File: config.mk
export PLATFORM = sky130hd
export DESIGN_NAME = leapfrog_step
export DESIGN_NICKNAME = d
export VERILOG_FILES = /design/src/rtl/leapfrog_step.sv
export SDC_FILE = /design/constraint.sdc
export NUM_CORES = 1
export LEC_CHECK = 0
export ABC_AREA = 1
export ABC_CLOCK_PERIOD_IN_PS = 6000
export CORE_MARGIN = 2
export CORE_UTILIZATION = 50
export DETAILED_ROUTE_END_ITERATION = 7
export PLACE_DENSITY = 0.79
export RECOVER_POWER = 50
export SLEW_MARGIN = 20
export SYNTH_ARGS = -nofsm -noshare
export SYNTH_HDL_FRONTEND = slang
export SYNTH_SLANG_ARGS = --single-unit
File: constraint.sdc
create_clock -name clk -period 6 [get_ports clk]
set_clock_uncertainty 0.2 [all_clocks]
set_input_delay 0.6 -clock clk [delete_from_list [all_inputs] [get_ports clk]]
set_output_delay 0.6 -clock clk [all_outputs]
set_load 0.02 [all_outputs]
File: src/rtl/leapfrog_step.sv
// leapfrog_step: one kick-drift (leapfrog) integration step over every active body.
// Latency: 3 cycles per body plus a DONE cycle; start at edge k gives done in cycle k+3n+1.
// Backpressure: none; RAM reads/writes are fixed latency and start is ignored while busy.

module leapfrog_step #(
  parameter int BODIES     = 512,
  parameter int DATA_WIDTH = 32,
  parameter int DT_SHIFT   = 4,
  localparam int AW        = (BODIES > 1) ? $clog2(BODIES) : 1,
  localparam int NW        = $clog2(BODIES + 1)
) (
  input  logic                  clk,
  input  logic                  rst,
  input  logic                  start,
  input  logic [NW-1:0]         n_bodies,
  output logic                  busy,
  output logic                  done,
  output logic [AW-1:0]         rd_addr,
  input  logic [DATA_WIDTH-1:0] rd_pos_x,
  input  logic [DATA_WIDTH-1:0] rd_pos_y,
  input  logic [DATA_WIDTH-1:0] rd_vel_x,
  input  logic [DATA_WIDTH-1:0] rd_vel_y,
  input  logic [DATA_WIDTH-1:0] rd_acc_x,
  input  logic [DATA_WIDTH-1:0] rd_acc_y,
  output logic                  wr_en,
  output logic [AW-1:0]         wr_addr,
  output logic [DATA_WIDTH-1:0] wr_pos_x,
  output logic [DATA_WIDTH-1:0] wr_pos_y,
  output logic [DATA_WIDTH-1:0] wr_vel_x,
  output logic [DATA_WIDTH-1:0] wr_vel_y
);

  localparam logic [DATA_WIDTH-1:0] SAT_MAX = {1'b0, {(DATA_WIDTH-1){1'b1}}};
  localparam logic [DATA_WIDTH-1:0] SAT_MIN = {1'b1, {(DATA_WIDTH-1){1'b0}}};

  typedef enum logic [2:0] {
    S_IDLE  = 3'd0,
    S_FETCH = 3'd1,
    S_LATCH = 3'd2,
    S_WRITE = 3'd3,
    S_DONE  = 3'd4
  } state_e;

  // One body's state as read from the RAMs, held for the WRITE cycle.
  typedef struct packed {
    logic [DATA_WIDTH-1:0] pos_x;
    logic [DATA_WIDTH-1:0] pos_y;
    logic [DATA_WIDTH-1:0] vel_x;
    logic [DATA_WIDTH-1:0] vel_y;
    logic [DATA_WIDTH-1:0] acc_x;
    logic [DATA_WIDTH-1:0] acc_y;
  } body_t;

  state_e        state_q, state_d;
  logic [AW-1:0] idx_q, idx_d;
  logic [NW-1:0] n_q, n_d;
  body_t         body_q, body_d;

  logic [NW-1:0] n_cap;
  logic          last_body;

  logic [DATA_WIDTH-1:0] vel_x_new, vel_y_new;
  logic [DATA_WIDTH-1:0] pos_x_new, pos_y_new;

  // Two's-complement add evaluated one bit wider, then clamped to the signed range.
  function automatic logic [DATA_WIDTH-1:0] sat_add(
    input logic [DATA_WIDTH-1:0] a,
    input logic [DATA_WIDTH-1:0] b
  );
    logic [DATA_WIDTH:0] sum;
    sum = {a[DATA_WIDTH-1], a} + {b[DATA_WIDTH-1], b};
    case (sum[DATA_WIDTH:DATA_WIDTH-1])
      2'b01:   sat_add = SAT_MAX;
      2'b10:   sat_add = SAT_MIN;
      default: sat_add = sum[DATA_WIDTH-1:0];
    endcase
  endfunction

  // Multiply by dt: arithmetic right shift, which rounds toward minus infinity.
  function automatic logic [DATA_WIDTH-1:0] asr_dt(input logic [DATA_WIDTH-1:0] x);
    asr_dt = $unsigned($signed(x) >>> DT_SHIFT);
  endfunction

  // Body count requested beyond the RAM depth is clamped to the RAM depth.
  assign n_cap     = (n_bodies > NW'(BODIES)) ? NW'(BODIES) : n_bodies;
  assign last_body = (NW'(idx_q) == (n_q - NW'(1)));

  // State register and all datapath registers; reset clears everything.
  always_ff @(posedge clk) begin
    if (rst) begin
      state_q <= S_IDLE;
      idx_q   <= '0;
      n_q     <= '0;
      body_q  <= '0;
    end else begin
      state_q <= state_d;
      idx_q   <= idx_d;
      n_q     <= n_d;
      body_q  <= body_d;
    end
  end

  // Next-state selection; start only matters in IDLE, so it is ignored while busy.
  always_comb begin
    state_d = state_q;
    case (state_q)
      S_IDLE: begin
        if (start) begin
          state_d = (n_cap == '0) ? S_DONE : S_FETCH;
        end
      end
      S_FETCH: state_d = S_LATCH;
      S_LATCH: state_d = S_WRITE;
      S_WRITE: state_d = last_body ? S_DONE : S_FETCH;
      S_DONE:  state_d = S_IDLE;
      default: state_d = S_IDLE;
    endcase
  end

  // Body count capture, index stepping and capture of the RAM read data.
  always_comb begin
    idx_d  = idx_q;
    n_d    = n_q;
    body_d = body_q;
    case (state_q)
      S_IDLE: begin
        if (start) begin
          n_d   = n_cap;
          idx_d = '0;
        end
      end
      S_LATCH: begin
        body_d.pos_x = rd_pos_x;
        body_d.pos_y = rd_pos_y;
        body_d.vel_x = rd_vel_x;
        body_d.vel_y = rd_vel_y;
        body_d.acc_x = rd_acc_x;
        body_d.acc_y = rd_acc_y;
      end
      S_WRITE: begin
        if (!last_body) begin
          idx_d = idx_q + AW'(1);
        end
      end
      default: ;
    endcase
  end

  // Kick (velocity from acceleration) then drift (position from the updated velocity).
  always_comb begin
    vel_x_new = sat_add(body_q.vel_x, asr_dt(body_q.acc_x));
    vel_y_new = sat_add(body_q.vel_y, asr_dt(body_q.acc_y));
    pos_x_new = sat_add(body_q.pos_x, asr_dt(vel_x_new));
    pos_y_new = sat_add(body_q.pos_y, asr_dt(vel_y_new));
  end

  // Status and write strobe decoded from the current state.
  always_comb begin
    busy  = (state_q != S_IDLE);
    done  = (state_q == S_DONE);
    wr_en = (state_q == S_WRITE);
  end

  assign rd_addr  = idx_q;
  assign wr_addr  = idx_q;
  assign wr_pos_x = pos_x_new;
  assign wr_pos_y = pos_y_new;
  assign wr_vel_x = vel_x_new;
  assign wr_vel_y = vel_y_new;

endmodule

After elaboration in Yosys (flattened, before gate mapping)
Index checks and enable logic that the tools add are counted.
Widths: inputs -> output; s select.
{"block": "op_classes", "addsub": 6, "n_lt_le_gt_ge": 1, "n_eq_ne": 15, "n_mux": 12, "reduce_logical": 6}
{"op": "$pmux 32 s2", "count": 4}
{"op": "$add 32x28->33", "count": 4}
{"op": "$mux 9", "count": 2}
{"op": "$pmux 9 s2", "count": 1}
{"op": "$pmux 3 s4", "count": 1}
{"op": "$eq 9x10->1", "count": 1}
{"op": "$gt 10x10->1 const B", "count": 1}
{"op": "$logic_not 10->1", "count": 1}
{"op": "$mux 10", "count": 1}
{"op": "$sub 10x1->10 const B", "count": 1}
{"op": "$add 9x1->9 const B", "count": 1}
{"op": "$mux 3", "count": 3}
{"op": "$eq 2x1->1 const B", "count": 4}
{"op": "$eq 2x2->1 const B", "count": 4}
{"op": "$eq 3x2->1 const B", "count": 2}
{"op": "$ne 2x2->1 const B", "count": 2}
{"op": "$eq 3x1->1 const B", "count": 1}
{"op": "$eq 3x3->1 const B", "count": 1}
{"op": "$logic_not 3->1", "count": 1}
{"op": "$reduce_and 3->1", "count": 1}
{"op": "$reduce_bool 3->1", "count": 1}
{"op": "$reduce_and 2->1", "count": 1}
{"op": "$reduce_bool 2->1", "count": 1}
{"block": "word_totals", "reg_bits": 214, "output_inout_bits": 149}

Logic depth before layout (Yosys ltp)
{"block": "logic_depth", "word_depth": 6, "mapped_depth": 35}

Least setup slack after synthesis
Ideal clock, no wire load.
{"block": "synth_timing", "path_kind": "register to output", "from": "register body_q[4] in the netlist's numbering", "to": "output wr_pos_y[10]", "arrival_time_ps": 5166, "required_time_ps": 5200, "path_slack_ps": 34, "stages_incl_launch_ff": 33, "path_buffers": 3, "path_cell_list": "dfxtp_1 -> ha_1 -> inv_1 -> fa_1 -> o21ai_2 -> nand2_1 -> nand2_1 -> nand2_1 -> nand2_2 -> nand2_2 -> nand2_2 -> nand2_2 -> nand2_4 -> nand2_4 -> buf_6 -> a21oi_2 -> ha_1 -> inv_1 -> fa_1 -> inv_1 -> nand2_1 -> o21ai_1 -> a21oi_1 -> inv_1 -> a21o_1 -> nand3_1 -> nand3_1 -> nand2_1 -> ha_1 -> clkbuf_1 -> clkinv_1 -> clkbuf_1 -> o21ai_0"}
{"block": "synth_via", "elab_chain_cells": 6}
{"element": "start: declaration", "line": "57", "rtl": "body_t body_q, body_d;"}
{"element": "start signal: assignment", "line": "99", "rtl": "body_q <= body_d;"}
{"element": "$add 32x28->33 (*)", "line": "71", "rtl": "sum = {a[DATA_WIDTH-1], a} + {b[DATA_WIDTH-1], b};"}
{"element": "$eq 2x2->1 or $eq 2x1->1 (tied branches)", "line": "72", "rtl": "case (sum[DATA_WIDTH:DATA_WIDTH-1])"}
{"element": "$pmux 32 s2 (*)", "line": "72"}
{"element": "via wr_vel_y[4]", "line": "30", "rtl": "output logic [DATA_WIDTH-1:0] wr_vel_y"}
{"element": "$add 32x28->33 (*)", "line": "71"}
{"element": "$eq 2x2->1 or $eq 2x1->1 (tied branches)", "line": "72"}
{"element": "$pmux 32 s2 (*)", "line": "72"}
{"element": "end: declaration", "line": "28", "rtl": "output logic [DATA_WIDTH-1:0] wr_pos_y,"}
The timed path passes the listed nets; every way through them passes the cells marked *.

Worst setup path after layout
{"block": "layout_timing", "from": "register body_q[27] in the netlist's numbering", "to": "output wr_pos_y[18]"}
{"block": "layout_via", "elab_chain_cells": 6}
{"element": "$add 32x28->33 (*)", "line": "71"}
{"element": "$eq 2x2->1 or $eq 2x1->1 (tied branches)", "line": "72"}
{"element": "$pmux 32 s2 (*)", "line": "72"}
{"element": "$add 32x28->33 (*)", "line": "71"}
{"element": "$eq 2x2->1 or $eq 2x1->1 (tied branches)", "line": "72"}
{"element": "$pmux 32 s2 (*)", "line": "72"}
Every way passes the cells marked *; elsewhere a longest branch is shown, timed or not.

==> metrics.md <==
| Metric | Value |
|---|---|
| Seq/Total Area, Yosys | `0.240` |
| Internal | `about 5000 uW` |
| Root Driver | `clkbuf_16` |
| Fin util | `0.739` |
| Net Sw Power | `4010 uW` |
| Fin. max-slew vios | `122` |
| Yosys warns | `0` |
| Final Cycle Share | `0.977` |
| Failing checks | `capacitance limit, slew limit` |
| DP Cell Count | `3665` |
| Hold Vio Cnt, Final | `0` |
| TritonRoute pass-1 iters | `6` |
| Tmin final | `just under 6 ns` |
| DP HPWL | `51000 microns` |
| WL/cell | `17.8 microns` |
| Vias per Instance | `5.56` |
| Cells after Synth | `around 2.8k` |
| Starting Density | `0.510` |
| Met3 Use GR | `0.0432` |
| GRT overflow | `0` |
| Tot GR Track Use | `0.342` |
| Ys flop type | `dfxtp_1` |
| Placed Area | `between 20000 and 25000 sq um` |
| Clock Latency Late Sink | `0.56 ns` |
| Maximum VDD drop | `0.302 mV` |
| EDFF count, synth | `0` |
| # DRC | `0` |
| Fmax | `171 MHz` |
| Busiest layer in global routing | `met2` |
| Netlist cell types | `47` |
| Final setup viols | `0` |
| Initial antenna violation count | `1` |
| Routed vias | `roughly 21k` |
| Die Wd | `189 microns` |
| Clock Sinks | `206` |
| Post-CTS Hold Buffers | `0` |
| Power Dens Cells | `361 nW/um^2` |
| Post-Synthesis Net Count | `3113` |
| Seq pwr share | `0.183` |
| Vias in the first global route | `between 15k and 20k` |
| Clock power share | `0.190` |
| Core Area | `33700 sq um` |
| Flop and latch count out of synthesis | `206` |
| P&R area growth vs syn | `45.0%` |
| Crit path largest cell delay | `roughly 0.35 ns` |
| Worst Path Class, Setup | `register to output pin` |
| Finished Cell Area | `between 20000 and 25000 sq um` |
| Cell Area, Synth | `17200 sq um` |
| Iter 0 DRT Violations | `1725` |
| Clock transition at the registers of the reported paths | `0.06 ns` |
| Nets | `about 3.6k` |
| Die height | `189 microns` |
| Met1 Track Usage GR | `0.465` |
| Crit path DAT | `5.06 ns` |
| Slew margin rel. | `-0.404` |
| Req. time, crit path | `~5.2 ns` |
| Critical Path Slowest Stage Cell | `ha_1` |
| CTS buffer count | `25` |
| Largest net degree at the start of global routing | `118` |
| CP Launch Type | `register` |
| First-pass GRT wire length | `just under 100000 microns` |
| H-tree levels | `1` |
| Non-Filler Instances | `between 3k and 4k` |
| Avg Inst Size Synth | `6.20 sq um` |
| FP Rows | `67` |
| Routed WL | `about 67000 microns` |
| Met2 Usage GRT | `0.570` |
| Crit-path max FO | `8` |
| TritonCTS clock tree | `yes` |
| Gpl congestion | `0.975` |
| MaxCap Viol Count | `3` |
| Max clock buf depth | `3` |
| Layout cells sized above 1 | `0.205` |
| Status | `complete, but fails checks` |
| Sw frac | `0.446` |
| Hold WC Path Type | `register to register` |
| Post-DRT Antenna Nets | `0` |
| Synth async-reset ratio | `0` |
| Worst Tran Pin Value | `~2.1 ns` |
| Comb pwr share | `0.627` |
| Critical path endpoint category | `output pin` |
| LEAKAGE | `0.0110 uW` |
| Port Buf Inserts | `345` |
| Ports | `354` |
| Die area | `roughly 36000 sq um` |
| Antenna fix cells | `0` |
-- through the flow --
| stage | power (uW) | worst slack, ns | setup TNS [ns] | hold WS [ns] |
|---|---|---|---|---|
| 2_1_floorplan | 4330 | 0.0339 | 0 | 0.259 |
| 3_3_place_gp | 6690 | -0.125 | -0.224 | 0.268 |
| 3_5_place_dp | 6760 | -0.145 | -1.88 | 0.278 |
| 4_1_cts | 8410 | 0.00100 | 0 | 0.292 |
| 5_1_grt | 9410 | -0.0869 | -1.96 | 0.314 |
| 6_report | 8990 | 0.141 | 0 | 0.279 |
-- placed cells by master (no fill, tap or decap), types with 12 or more instances in the layout --
cell,instances
a21o_1,18
clkdlybuf4s50_1,259
dlygate4sd3_1,22
o21ai_1,37
nand2_2,39
nand3_1,130
xnor2_1,42
nor3_1,22
a21oi_4,36
nor2_2,22
nand2_1,499
dfxtp_1,196
ha_2,37
a21oi_1,108
buf_4,221
o21ai_0,292
buf_2,49
a21oi_2,80
clkbuf_16,28
nand4_1,28
nor2_1,552
ha_1,54
nand3b_1,12
xor2_1,21
ha_4,43
o21bai_1,16
inv_1,269
-- what timing repair did --
item | in CTS | in global routing
gates resized for setup | 352 | 312
cloned | 2 | 4
buffers inserted | 12 | 27
pin swaps | 12 | 44
setup endpoints to repair | 64 | 64
-- power by group through the flow --
stage	clock network [uW]	logic, uW	registers, uW
2_1_floorplan	0	2720	1610
3_3_place_gp	0	5060	1630
3_5_place_dp	0	5120	1640
4_1_cts	1720	5070	1620
5_1_grt	1770	5980	1660
6_report	1710	5640	1640
-- cells by family after synthesis --
family	count (synthesis)	share of synthesized area
AOI/OAI and AO/OA	637	0.208
xor gates and xnor gates	65	0.0339
adders and majority gates	138	0.102
buffers and inverters	373	0.0889
DFF	206	0.240
and+or+nand+nor	1351	0.326
-- layout make-up --
type | count | area (sq um)
inverters | 280 | 1070
fillers | 2766 | 8800
flip-flops and latches | 206 | 4140
clock inverters | 11 | 198
well taps | 448 | 561
clock buffers | 34 | 729
repair buffers | 584 | 5190
multi-input cells | 2192 | 13000
-- worst paths after layout --
| kind | slack (ns) | endpoint | depth (start not counted) | from |
|---|---|---|---|---|
| worst max register to register | 1.56 | body_q[162] | 5 | state_q[2] |
| worst min-delay path | 0.28 | body_q[64] | 2 | body_q[64] |
| worst min register to register | 0.28 | body_q[64] | 2 | body_q[64] |
| worst max-delay path | 0.14 | wr_pos_y[18] | 27 | body_q[27] |
-- cell usage after synthesis, types with 3 or more instances --
cell type    n  area (sq um)
xnor2_1     43           377
clkbuf_1    72           270
a21oi_1    168           841
buf_4        9          67.6
nand3_2      4          40.0
nand3_1    136           681
nand2_4      6          67.6
inv_1      274          1030
nor3_1      26           130
a21o_1      18           135
nor4_1       4          25.0
inv_2        4          15.0
fa_1         4          80.1
nand2_2     15          93.8
nor3_2       4          40.0
a21boi_0    10          75.1
o211ai_1     3          22.5
or2_2        3          18.8
nand4_1     28           175
xor2_1      21           184
ha_1       134          1680
nand3b_1    12          90.1
o21ai_1     10          50.1
o22ai_1      6          37.5
o21a_1       9          67.6
nor2_1     571          2140
o21ai_0    327          1640
buf_6        8          90.1
nand2b_1     3          18.8
nand2_1    528          1980
dfxtp_1    206          4120
a31oi_1      6          37.5
a21oi_2     56           490
o21bai_1    19           143
nor2_2       4          25.0
-- per-layer routing --
layer  vias up  wire [microns]
met4         2            2150
met1      9730           28800
met5         -              13
met2       881           30600
met3       131            5120
li1      10100               -
-- worst max-delay path, delay by kind of cell, from the launching register on --
| kind | cells | cell delay, ns |
|---|---|---|
| buf+inv | 6 | 1.01 |
| simple gates | 13 | 1.33 |
| compound gates | 5 | 0.87 |
| flops | 1 | 0.34 |
| fa+ha+maj | 3 | 0.99 |
-- flip-flops by register name (all words and copies together), names as in the netlist --
register  flops
body_q      184
state_q       3
n_q          10
rd_addr       9
(Power assumes the default switching activity.)
